--- src/rtl/ws2812_chain.sv ---
// ws2812_chain: WS2812-style serial driver for a daisy chain of NUM_LEDS pixels.
// Ports: clk/rst (sync, active high); wr_en/wr_addr/wr_data write the pixel buffer;
// start requests a frame (sampled in IDLE); busy spans frame + latch gap; done
// pulses one cycle at frame end; rgb is the serial line to the first pixel.
module ws2812_chain #(
  parameter int NUM_LEDS = 8,
  parameter int BITS_PER_LED = 24,
  parameter int TICKS_BIT_SHORT = 8,
  parameter int TICKS_BIT_LONG = 32,
  parameter int TICKS_RESET = 9000,
  parameter int AUTO_REFRESH = 0,
  localparam int ADDR_W = NUM_LEDS > 1 ? $clog2(NUM_LEDS) : 1
) (
  input  logic                    clk,
  input  logic                    rst,
  input  logic                    wr_en,
  input  logic [ADDR_W-1:0]       wr_addr,
  input  logic [BITS_PER_LED-1:0] wr_data,
  input  logic                    start,
  output logic                    busy,
  output logic                    done,
  output logic                    rgb
);
  localparam int BW = BITS_PER_LED > 1 ? $clog2(BITS_PER_LED) : 1;
  localparam int TM = TICKS_RESET > TICKS_BIT_LONG ? TICKS_RESET : TICKS_BIT_LONG;
  localparam int TW = TM > 1 ? $clog2(TM) : 1;
  localparam logic [TW-1:0] S1 = TW'(TICKS_BIT_SHORT - 1);
  localparam logic [TW-1:0] L1 = TW'(TICKS_BIT_LONG - 1);
  localparam logic [TW-1:0] R1 = TW'(TICKS_RESET - 1);
  localparam logic [ADDR_W:0] NL = (ADDR_W + 1)'(NUM_LEDS);
  typedef enum logic [1:0] {IDLE, HIGH, LOW, LATCH} state_t;
  state_t state, state_n;
  logic [TW-1:0] cnt, lim;
  logic [BW-1:0] bidx;
  logic [ADDR_W-1:0] pix, ld_idx;
  logic [BITS_PER_LED-1:0] sh, ld_word;
  logic [BITS_PER_LED-1:0] mem [NUM_LEDS];
  logic cur, last, last_bit, last_pix, go, wr_ok;
  always_comb begin
    cur = sh[BITS_PER_LED-1];
    lim = state == HIGH ? (cur ? L1 : S1) : state == LOW ? (cur ? S1 : L1) : R1;
    last = cnt == lim;
    last_bit = bidx == BW'(BITS_PER_LED - 1);
    last_pix = pix == ADDR_W'(NUM_LEDS - 1);
    go = start || (AUTO_REFRESH != 0);
    wr_ok = wr_en && ({1'b0, wr_addr} < NL);
    ld_idx = state == IDLE ? '0 : pix + 1'b1;
    // a write landing on the same edge as the load is forwarded straight in
    ld_word = (wr_ok && wr_addr == ld_idx) ? wr_data : mem[ld_idx];
    state_n = state;
    case (state)
      IDLE:  state_n = go ? HIGH : IDLE;
      HIGH:  state_n = last ? LOW : HIGH;
      LOW:   state_n = last ? ((last_bit && last_pix) ? LATCH : HIGH) : LOW;
      LATCH: state_n = last ? IDLE : LATCH;
      default: state_n = IDLE;
    endcase
  end
  always_ff @(posedge clk) begin
    if (rst) begin
      state <= IDLE;
      cnt <= '0;
      bidx <= '0;
      pix <= '0;
      sh <= '0;
      done <= 1'b0;
      for (int i = 0; i < NUM_LEDS; i++) mem[i] <= '0;
    end else begin
      state <= state_n;
      done <= state == LATCH && last;
      cnt <= (state == IDLE || state != state_n) ? '0 : cnt + 1'b1;
      if (wr_ok) mem[wr_addr] <= wr_data;
      if (state == IDLE && go) begin
        sh <= ld_word;
        bidx <= '0;
        pix <= '0;
      end else if (state == LOW && last && !(last_bit && last_pix)) begin
        if (!last_bit) begin
          bidx <= bidx + 1'b1;
          sh <= sh << 1;
        end else begin
          bidx <= '0;
          pix <= pix + 1'b1;
          sh <= ld_word;
        end
      end
    end
  end
  assign rgb = state == HIGH;
  assign busy = state != IDLE;
endmodule

--- config.mk ---
export PLATFORM = sky130hd
export DESIGN_NAME = ws2812_chain
export DESIGN_NICKNAME = d
export VERILOG_FILES = /design/src/rtl/ws2812_chain.sv
export SDC_FILE = /design/constraint.sdc
export NUM_CORES = 1
export LEC_CHECK = 0
export CAP_MARGIN = 15
export CORE_ASPECT_RATIO = 2
export CORE_MARGIN = 3
export CORE_UTILIZATION = 58
export CTS_BUF_LIST = sky130_fd_sc_hd__clkbuf_2 sky130_fd_sc_hd__clkbuf_4 sky130_fd_sc_hd__clkbuf_8
export CTS_CLUSTER_SIZE = 10
export DETAILED_ROUTE_END_ITERATION = 16
export PLACE_DENSITY = 0.79
export SYNTH_ARGS = -nofsm -noshare
export SYNTH_HDL_FRONTEND = slang
export SYNTH_SLANG_ARGS = --single-unit
--- constraint.sdc ---
create_clock -name clk -period 2.95 [get_ports clk]
set_clock_uncertainty 0.15 [all_clocks]
set_input_delay 0.59 -clock clk [delete_from_list [all_inputs] [get_ports clk]]
set_output_delay 0.59 -clock clk [all_outputs]
set_load 0.01 [all_outputs]
==> run_results.csv <==
group,metric,value,unit
status,status,"finished, final reports clean",
clocking,clkLatencyLatePin,0.53,ns
critical_path,end_kind,"output port",
grt,grt_first_pass_wirelength,45.8,mm
timing,period_needed,2.84,ns
clocking,clockBufferDepth,3,
worst_hold_path,worstHoldPathType,"reg -> reg",
synth,synth_top_area_cell,"edfxtp_1",
floorplan,die_y,206,um
synth,yosys.area_share.simple,17.7,%
layout,area_growth,14.5,%
synth,synth_compound_area_share,12.8,%
synth,yosysUniqueCellTypes,51,
critical_path,worstSetupPathType,"reg -> out",
timing,final_hold_viol_count,0,
timing,relSlewSlack,43.1,%
grt,track_usage,27.5,%
synth,synth_top_family_by_area,"simple AND/OR/NAND/NOR gates",
synth,yosys.cell_count.top_type,"and2_1",
power_and_ir_drop,power,7.30,mW
grt,grt_max_degree,79,
timing,fin_setup_tns,0,ns
floorplan,start_util,59.4,%
synth,ys_seq_elements,241,
detailed_routing,num_vias,8269,
run,maxCapViolCount,0,
synth,synthMuxAreaShare,6.88,%
synth,synth_commonest_cells,"and2_1 (193), edfxtp_1 (192), a21oi_1 (80)",
synth,synth_area_leaders,"edfxtp_1 (50%), and2_1 (10%), dfxtp_1 (8.4%), mux2_2 (4.6%), a21oi_1 (3.4%)",
timing,fin_crit_sh,96.4,%
floorplan,dieArea,21900,um^2
layout,fin_nets,1090,
layout,drive_gt1_share,18.1,%
grt,grt.overflow.total,0,
timing,slew_viol_final,0,
clocking,clk_pin_slew_worst_paths,0.06,ns
synth,synthAdderAreaFrac,0.862,%
synth,synth_xor_xnor_area_share,1.13,%
synth,syn_area,11600,um^2
timing,tightestPinTransition,0.854,ns
detailed_routing,antenna_left,0,
synth,synth-main-ff-cell,"edfxtp_1",
detailed_routing,drtIter0Drc,557,
clocking,cts_tree,"done",
power_and_ir_drop,peakVddDrop,385,uV
grt,antenna_found_initial,0,
grt,grt_pass1_vias,8618,
detailed_routing,route.detailed.drc,0,
clocking,cts-resized-gates,0,
clocking,cts_setup_buffers,0,
placement,port_buffers,33,
critical_path,cp-start-kind,"register",
critical_path,worstPathArrival,2.10,ns
detailed_routing,dr.pass1.iters,6,
clocking,numCtsBuffers,35,
clocking,clock_sinks,241,
synth,yosysTopAreaCellShare,49.6,%
timing,layout_setup_ws,0.107,ns
floorplan,core-area,19500,um^2
layout,n_antenna_cell,0,
placement,dp_slack,0.0458,ns
detailed_routing,totalWireLength,29.5,mm
placement,dp.cells,1273,
synth,avgSynthCellArea,11.7,um^2
detailed_routing,via_per_inst,6.19,
floorplan,rows,72,
timing,max_freq,352,MHz
placement,place_congestion,0.873,
synth,synth_seq_area_share,58.1,%
clocking,hold_buffers,0,
synth,synth-edff-count,192,
synth,synth_nets,1036,
timing,rsz0062_at_grt,"no",
clocking,cts-root-buf,"clkbuf_8",
layout,stdcell_count,1336,
synth,synth_async_sr_flop_share,0,%
floorplan,die_x,106,um
floorplan,io_pins,34,
timing,finalSetupViolCount,0,
critical_path,crit_fanout,8,
synth,synthCells,997,
critical_path,cp.required,2.21,ns
clocking,cts_max_level,2,
placement,dp_hpwl,18.8,mm
detailed_routing,wire_per_inst,22.1,um
power_and_ir_drop,power.density,549,nW/um^2
synth,yosysWarnings,0,
power_and_ir_drop,p_leak,4.74,nW
[routing by layer]
layer | routed length (um) | vias up | track usage, %
li1 | - | 3806 | -
met1 | 9980 | 4039 | 28.3
met2 | 16100 | 316 | 51.9
met3 | 1540 | 108 | 3.78
met4 | 1860 | 0 | 17.1
met5 | 0 | - | 0
[registers in the layout (all words and copies together), names as in the netlist]
name / flops
pix: 3
cnt: 14
bidx: 5
sh: 24
state: 2
done: 1
mem: 192
[area by class of cell]
class / count / area, um^2
clock buffer: 58 / 692
clock inverter: 5 / 47.5
fill: 1439 / 6250
inverter: 6 / 22.5
multi-input combinational: 678 / 4630
sequential: 241 / 6750
tap: 259 / 324
timing repair buffer: 89 / 838
[placed cells by master (no fill, tap or decap), types with 2 or more instances in the layout]
master / Yosys / layout
nand2_1: 53 / 53
dfxtp_1: 49 / 48
o21a_1: 2 / 2
clkdlybuf4s50_1: 0 / 33
nand2b_1: 7 / 7
nand3_1: 32 / 32
nor3b_1: 2 / 2
xnor2_1: 9 / 9
a22oi_1: 24 / 24
nor2_2: 0 / 4
edfxtp_1: 192 / 192
nor2_1: 24 / 19
mux2_2: 47 / 47
or2_2: 10 / 10
ha_1: 8 / 6
xor2_1: 6 / 6
o221ai_1: 24 / 24
inv_1: 6 / 6
clkbuf_4: 0 / 17
a211oi_1: 3 / 3
o2bb2ai_1: 45 / 45
nor3_1: 7 / 5
clkinv_1: 0 / 2
and2_1: 193 / 193
o21ai_0: 32 / 32
or4_1: 2 / 2
nor3_2: 0 / 2
buf_12: 0 / 7
clkinv_2: 0 / 2
a21oi_1: 80 / 79
mux2i_1: 27 / 27
nand4_1: 3 / 3
clkbuf_8: 0 / 41
buf_4: 0 / 49
nor4_1: 15 / 15
ha_2: 0 / 2
[critical path: stages, from the launching register on]
cell,delay (ns)
dfxtp_1,0.41
inv_1,0.11
ha_2,0.28
inv_1,0.20
clkdlybuf4s50_1,0.59
[stage by stage]
| step | hold slack (ns) | utilization (%) | instance area (um^2) |
|---|---|---|---|
| after detailed placement | 0.302 | 64.2 | 12600 |
| after CTS | 0.310 | 68.0 | 13300 |
| after global placement | 0.286 | 64.2 | 12600 |
| final | 0.306 | 68.0 | 13300 |
| after floorplan | 0.283 | - | 11600 |
| after global routing | 0.319 | 68.0 | 13300 |
[logic make-up after synthesis]
| logic type | count (synthesis) |
|---|---|
| XOR/XNOR | 15 |
| multiplexers | 74 |
| adder cells (fa/ha/maj) | 8 |
| AO/OA/AOI/OAI | 221 |
| flip-flops | 241 |
| AND/OR/NAND/NOR | 360 |
| buffers and inverters | 78 |
[report_power, final]
group          total [mW]  switching (mW)  leakage [nW]  internal [mW]
combinational       0.593           0.351          2.10          0.241
clock                2.79            1.22         0.398           1.57
sequential           3.92          0.0647          2.24           3.86
[final timing paths]
path / startpoint / end / slack [ns] / depth (start not counted)
setup / recovery: state[0] / busy / 0.11 / 4
hold / removal: cnt[0] / cnt[0] / 0.31 / 1
setup reg to reg: state[0] / bidx[3] / 0.16 / 8
hold reg to reg: cnt[0] / cnt[0] / 0.31 / 1
(Power assumes the default switching activity.)
